`src/rtl/fwd_hazard_unit.sv`:
```
// fwd_hazard_unit: operand bypass selection and load-use stall detection
// driven by a shadow pipeline of in-flight register writes.
module fwd_hazard_unit #(
    parameter int NSRC       = 2,
    parameter int DEPTH      = 3,
    parameter int LOAD_READY = 2,
    parameter int SW         = $clog2(DEPTH + 1)
) (
    input  logic                clk,
    input  logic                reset_n,
    input  logic                advance,
    input  logic                flush,
    input  logic                id_valid,
    input  logic [NSRC*5-1:0]   id_src_reg,
    input  logic [NSRC-1:0]     id_src_used,
    input  logic                id_dst_we,
    input  logic [4:0]          id_dst_reg,
    input  logic [1:0]          id_dst_kind,
    output logic [NSRC*SW-1:0]  fwd_stage,
    output logic [NSRC*2-1:0]   fwd_kind,
    output logic                stall,
    output logic [15:0]         stall_cnt
);
    typedef enum logic {ST_RUN, ST_STALL} state_t;
    state_t state, nxt_state;
    logic [DEPTH:1] t_valid, t_we;
    logic [4:0] t_reg [1:DEPTH];
    logic [1:0] t_kind [1:DEPTH];
    logic [NSRC-1:0] hazard;
    logic [1:0] new_kind;
    logic cnt_inc;
    // Scan oldest to youngest so the youngest matching producer overrides.
    always_comb begin
        fwd_stage = '0;
        fwd_kind  = '0;
        hazard    = '0;
        for (int i = 0; i < NSRC; i++)
            for (int k = DEPTH; k >= 1; k--)
                if (t_valid[k] && t_we[k] && t_reg[k] != 5'd0 && t_reg[k] == id_src_reg[5*i +: 5]
                    && id_valid && id_src_used[i]) begin
                    fwd_stage[SW*i +: SW] = SW'(k);
                    fwd_kind[2*i +: 2]    = t_kind[k];
                    hazard[i]             = t_kind[k] == 2'b01 && k < LOAD_READY;
                end
    end
    assign stall    = |hazard && advance && !flush;
    assign new_kind = id_dst_kind == 2'b11 ? 2'b00 : id_dst_kind;
    always_ff @(posedge clk or negedge reset_n) begin
        if (!reset_n)
            state <= ST_RUN;
        else
            state <= nxt_state;
    end
    always_comb begin
        nxt_state = state == ST_RUN ? (stall && advance ? ST_STALL : ST_RUN)
                                    : (stall ? ST_STALL : ST_RUN);
    end
    always_comb begin
        cnt_inc = nxt_state == ST_STALL && stall_cnt != 16'hFFFF;
    end
    always_ff @(posedge clk or negedge reset_n) begin
        if (!reset_n) begin
            t_valid   <= '0;
            t_we      <= '0;
            stall_cnt <= '0;
            for (int k = 1; k <= DEPTH; k++) begin
                t_reg[k]  <= '0;
                t_kind[k] <= '0;
            end
        end else if (advance) begin
            for (int k = DEPTH; k >= 2; k--) begin
                t_valid[k] <= t_valid[k-1];
                t_we[k]    <= t_we[k-1];
                t_reg[k]   <= t_reg[k-1];
                t_kind[k]  <= t_kind[k-1];
            end
            t_valid[1] <= id_valid && !flush && !stall;
            t_we[1]    <= id_dst_we;
            t_reg[1]   <= id_dst_reg;
            t_kind[1]  <= new_kind;
            stall_cnt  <= stall_cnt + 16'(cnt_inc);
        end
    end
endmodule

```
`config.mk`:
```
export PLATFORM = sky130hd
export DESIGN_NAME = fwd_hazard_unit
export DESIGN_NICKNAME = d
export VERILOG_FILES = /design/src/rtl/fwd_hazard_unit.sv
export SDC_FILE = /design/constraint.sdc
export NUM_CORES = 1
export LEC_CHECK = 0
export ABC_AREA = 1
export CORE_MARGIN = 5
export CORE_UTILIZATION = 45
export DETAILED_ROUTE_END_ITERATION = 10
export MAX_ROUTING_LAYER = met4
export PLACE_DENSITY = 0.71
export SETUP_SLACK_MARGIN = 0.1
export SKIP_CTS_REPAIR_TIMING = 1
export SYNTH_ARGS = -nofsm -noshare
export SYNTH_HDL_FRONTEND = slang
export SYNTH_SLANG_ARGS = --single-unit
export TNS_END_PERCENT = 5
```
`constraint.sdc`:
```
create_clock -name clk -period 3.2 [get_ports clk]
set_input_delay 0.8 -clock clk [delete_from_list [all_inputs] [get_ports clk]]
set_output_delay 0.8 -clock clk [all_outputs]
set_load 0.02 [all_outputs]
```
# Yosys cells after proc, flatten, opt, wreduce, memory -nomap -nowiden
# Cells that the tools add are included.
[word_totals] regBits=44 inputBits=25 output_inout_bits=25 elab_cells=74
[classes] addsub=1 n_eq_ne=9 muxes=18 n_reduce_logical=36
[ops] op="5-bit equality test" n=6
[ops] op="1-bit logical AND" n=30
[ops] op="2-bit two-way mux" n=13
[ops] op="16-bit by 1-bit adder with 16-bit output" n=1
[ops] op="16-bit != test, second input constant" n=1
[ops] op="5-bit nonzero test" n=3
[ops] op="1-bit two-way mux" n=5
[ops] op="2-bit by 1-bit equality test with 1-bit output, second input constant" n=1
[ops] op="2-bit equality test, second input constant" n=1
[ops] op="1-bit zero test" n=2
[ops] op="2-bit OR reduction" n=1

# Depth between registers and ports, before layout
[logic_depth] word_depth=14 depth_mapped=15 mapped_depth_nobuf=15

# Least setup slack after synthesis
# No wires, ideal clock.
[synth_timing] path_kind="input to register" startpoint="in id_valid" endpoint="reg stall_cnt[14]" setup_time_ns=0.080 t_arrival_ns=2.562 required_ns=3.120 path_slack_ns=0.558 stages=15 n_path_buf=0 cell_sequence="nand2_1 clkinv_1 o21ai_0 nor2_1 nand4_1 nand2_1 nand2_1 a21oi_2 ha_1 ha_1 nand2_1 nor3_4 nand4_2 nor3_2 xor2_1"
[synth_between] elab_chain_len=11 word_cells_on_any_way=15 cone_classes="add/sub: 1; mux: 5; reduce/logical: 9"
[synth_rtl] item="start: declaration" line_no="13" rtl="input logic id_valid,"
[synth_rtl] item="1-bit logical AND (2 in series)" line_no="40" rtl="&& id_valid && id_src_used[i]) begin"
[synth_rtl] item="1-bit two-way mux" line_no="39" rtl="if (t_valid[k] && t_we[k] && t_reg[k] != 5'd0 && t_reg[k] == id_src_reg[5*i +: 5]"
[synth_rtl] item="2-bit OR reduction *" line_no="46" rtl="assign stall = |hazard && advance && !flush;"
[synth_rtl] item="1-bit logical AND * (2 in series)" line_no="46"
[synth_rtl] item="1-bit logical AND" line_no="55" rtl="nxt_state = state == ST_RUN ? (stall && advance ? ST_STALL : ST_RUN)"
[synth_rtl] item="1-bit two-way mux" line_no="55"
[synth_rtl] item="1-bit two-way mux *" line_no="55"
[synth_rtl] item="1-bit logical AND *" line_no="59" rtl="cnt_inc = nxt_state == ST_STALL && stall_cnt != 16'hFFFF;"
[synth_rtl] item="16-bit by 1-bit adder with 16-bit output *" line_no="81" rtl="stall_cnt <= stall_cnt + 16'(cnt_inc);"
[synth_rtl] item="end signal: assignment" line_no="81"
[synth_rtl] item="end: declaration" line_no="22" rtl="output logic [15:0] stall_cnt"
# Every way passes the cells marked *; elsewhere a longest branch is shown, timed or not.
# A chain may end at the register's enable or synchronous reset.

# Final worst setup path
[layout_timing] startpoint="in id_src_used[0]" endpoint="out fwd_stage[1]"
[layout_between] elab_chain_len=4 word_cells_on_any_way=6 cone_classes="mux: 3; reduce/logical: 3"
[layout_rtl] item="start: declaration" line_no="15" rtl="input logic [NSRC-1:0] id_src_used,"
[layout_rtl] item="1-bit logical AND" line_no="40"
[layout_rtl] item="2-bit two-way mux (2 in series)" line_no="39"
[layout_rtl] item="2-bit two-way mux *" line_no="39"
[layout_rtl] item="end: declaration" line_no="19" rtl="output logic [NSRC*SW-1:0] fwd_stage,"
# Marked as above.

==> out/results.txt <==
outcome: completed
total chip power: 1.18 mW
Final Skew: 0.0113 ns
CORE AREA: 5540 µm²
proportion of power drawn by flip-flops and latches: 0.530
classification of the worst-slack hold path: flop to flop
weighted congestion reported at the end of routability-driven placement: 0.909
Iteration-0 DRC Markers: 188
Max Slew Vio Count: 0
internal portion of total power: 0.820 mW
leading post-synthesis cells by cell area: sky130_fd_sc_hd__dfrtp_1, sky130_fd_sc_hd__nand2_1, sky130_fd_sc_hd__o21ai_0, sky130_fd_sc_hd__inv_1, sky130_fd_sc_hd__xor2_1
achievable frequency: 318 MHz
number of global-route vias before repair: 2,440
average via count per standard cell: 5.02
clk buf depth: 2
post-synthesis cell count: 354
net switching power of the design: 0.360 mW
pre-CTS WS: -0.530 ns
crit path setup slack, layout: 0.0564 ns
Antenna Diode Count: 0
post-synthesis instance area: 2590 µm²
GRT Residual Overflow: 0
count of standard-cell rows: 27
Clk pwr share: 0.286
post-detailed-route wirelength per cell: 13.9 µm
syn avg cell area: 7.32 µm²
Max transition margin: 0.359
Die Footprint: 7370 µm²
maximum number of pins on one net before global-route repair: 46
critical path data required time: 2.40 ns
clock latency at the later pin of the worst-skew pair: 0.29 ns
sum of routed wire length over all layers: 6880 µm
sequential area share after synthesis: 0.415
Layout area overhead: 32.5%
RSZ-0062 raised after global routing: yes
Vert. Die Dim: 85.9 µm
pwr dens: 344 nW/µm²
kind of launch point of the worst setup path: input pin
drt drc: 0
portion of the clock cycle consumed by the worst path in the final layout: 0.982
Final Net Count: 450
iteration count of the initial detailed-routing pass: 4
Crit Path Category: input pin to output pin
cell at the root of the clock tree: sky130_fd_sc_hd__clkbuf_8
CTS tree: done
max capacitance violation total: 0
number of cells in the design after placement: 485
first-pass GRT wire length: 11,500 µm
Yosys top cell by area: sky130_fd_sc_hd__dfrtp_1
share of the synthesized area in the top cell type: 0.415
arrival time at the worst endpoint: 2.34 ns
number of buffers inserted during clock tree synthesis: 5
fraction of final layout cells sized beyond drive strength 1: 0.163
global-route total usage across every layer: 0.200
shortest period the worst path allows: 3.14 ns
number of storage elements in the synthesis netlist: 43
most frequent cells in the layout: sky130_fd_sc_hd__nand2_1, sky130_fd_sc_hd__dfrtp_1, sky130_fd_sc_hd__inv_1
sw frac: 0.305
count of distinct cell types in the synthesized netlist: 33
setup TNS after final layout: 0 ns
clock slew seen by the registers of the worst setup and hold paths: 0.08 ns
Post-Synthesis Net Count: 381
slew at the pin closest to its max-slew limit: 0.962 ns
chip width: 85.9 µm
final hold violation count: 0
worst hold slack after final layout: 0.499 ns
number of flip-flops under the largest register name: 16
number of warnings reported in the yosys synthesis log: 0
final-report setup violation count: 0
Port-buffer cells: 49
TritonCTS Sinks: 43
H-tree levels: 2
standby leakage power: 1.87 nW
CP endpoint kind: output pin
Initial Utilization: 0.467
Max Fanout on Critical Path: 4
number of standard cells in the final layout excluding fillers: 496
Worst VDD drop: 0.238 mV
via count: 2,492
Combinational Power Share: 0.184
number of I/O pins: 50
hpwl dp: 5200 µm
initial antenna violation count: 0
most frequent standard cell in the layout excluding fill and tap cells: sky130_fd_sc_hd__nand2_1
number of nets with antenna violations after detailed routing: 0
[path summary, 6_finish.rpt]
| path | startpoint | depth (start not counted) | endpoint | slack, ns |
|---|---|---|---|---|
| max | id_src_used[0] | 10 | fwd_stage[1] | 0.06 |
| min | t_valid[3] | 2 | t_valid[3] | 0.50 |
| max reg2reg | t_reg[13] | 16 | stall_cnt[13] | 0.68 |
| min reg2reg | t_valid[3] | 2 | t_valid[3] | 0.50 |
| max in group asynchronous | reset_n | 1 | stall_cnt[7] | 1.95 |
| min in group asynchronous | reset_n | 1 | t_reg[13] | 0.66 |
[cell type report]
type	count	area, µm²
sequential	43	1080
multi-input combinational	254	1340
timing repair buffer	68	643
inverter	51	194
fill	528	2110
clock buffer	6	72.6
tap	72	90.1
clock inverter	2	12.5
[cells in the mapped netlist]
| library cell | number |
|---|---|
| sky130_fd_sc_hd__nor3_4 | 2 |
| sky130_fd_sc_hd__clkbuf_1 | 5 |
| sky130_fd_sc_hd__o211ai_1 | 1 |
| sky130_fd_sc_hd__a21oi_1 | 10 |
| sky130_fd_sc_hd__o21ai_0 | 32 |
| sky130_fd_sc_hd__xnor2_1 | 7 |
| sky130_fd_sc_hd__nor3b_1 | 1 |
| sky130_fd_sc_hd__a22oi_1 | 1 |
| sky130_fd_sc_hd__nor3_2 | 3 |
| sky130_fd_sc_hd__nor3_1 | 1 |
| sky130_fd_sc_hd__inv_2 | 6 |
| sky130_fd_sc_hd__and2_1 | 2 |
| sky130_fd_sc_hd__o21a_1 | 1 |
| sky130_fd_sc_hd__dfrtp_1 | 43 |
| sky130_fd_sc_hd__nand2_1 | 113 |
| sky130_fd_sc_hd__nor2_1 | 28 |
| sky130_fd_sc_hd__ha_1 | 2 |
| sky130_fd_sc_hd__a21oi_2 | 1 |
| sky130_fd_sc_hd__o21bai_1 | 1 |
| sky130_fd_sc_hd__nand4_2 | 2 |
| sky130_fd_sc_hd__inv_1 | 42 |
| sky130_fd_sc_hd__nand4_1 | 8 |
| sky130_fd_sc_hd__o21ai_1 | 2 |
| sky130_fd_sc_hd__nand3_2 | 2 |
| sky130_fd_sc_hd__inv_4 | 1 |
| sky130_fd_sc_hd__clkinv_1 | 2 |
| sky130_fd_sc_hd__nor2_4 | 1 |
| sky130_fd_sc_hd__xor2_1 | 13 |
| sky130_fd_sc_hd__o22ai_1 | 1 |
| sky130_fd_sc_hd__nor4_1 | 2 |
| sky130_fd_sc_hd__buf_6 | 1 |
| sky130_fd_sc_hd__nand3_1 | 16 |
| sky130_fd_sc_hd__a22o_1 | 1 |
[metal layers]
| layer | GRT usage | wire, µm |
|---|---|---|
| met3 | 0.0403 | 432 |
| met5 | - | 0 |
| met1 | 0.269 | 3110 |
| met4 | 0.0475 | 68 |
| met2 | 0.313 | 3270 |
[power groups by stage]
stage | Combinational, mW | Sequential (mW) | Clock (mW)
2_1_floorplan | 0.123 | 0.624 | 0
4_1_cts | 0.213 | 0.623 | 0.347
3_5_place_dp | 0.213 | 0.634 | 0
6_report | 0.217 | 0.626 | 0.337
5_1_grt | 0.247 | 0.631 | 0.372
3_3_place_gp | 0.212 | 0.634 | 0
[kinds of logic after synthesis]
logic type	after synthesis	share of synthesized area
adders and majority gates	2	0.00966
buffers and inverters	57	0.0865
and+or+nand+nor	181	0.315
AOI/OAI and AO/OA	51	0.106
DFF	43	0.415
xor gates and xnor gates	20	0.0676
[through the flow]
stage | instance area [µm²] | util
2_1_floorplan | 2590 | -
3_3_place_gp | 3260 | 0.588
3_5_place_dp | 3260 | 0.588
4_1_cts | 3340 | 0.603
5_1_grt | 3430 | 0.619
6_report | 3430 | 0.619
[critical path, stage by stage]
cell	delay (ns)
sky130_fd_sc_hd__clkdlybuf4s50_1	0.48
sky130_fd_sc_hd__nand2_2	0.08
sky130_fd_sc_hd__inv_2	0.06
sky130_fd_sc_hd__o21ai_1	0.08
sky130_fd_sc_hd__nor2_1	0.14
sky130_fd_sc_hd__nand3_2	0.13
sky130_fd_sc_hd__buf_6	0.14
sky130_fd_sc_hd__buf_4	0.14
sky130_fd_sc_hd__and2_1	0.14
sky130_fd_sc_hd__clkbuf_2	0.15
Note: power is estimated with default switching activity, not from simulation.
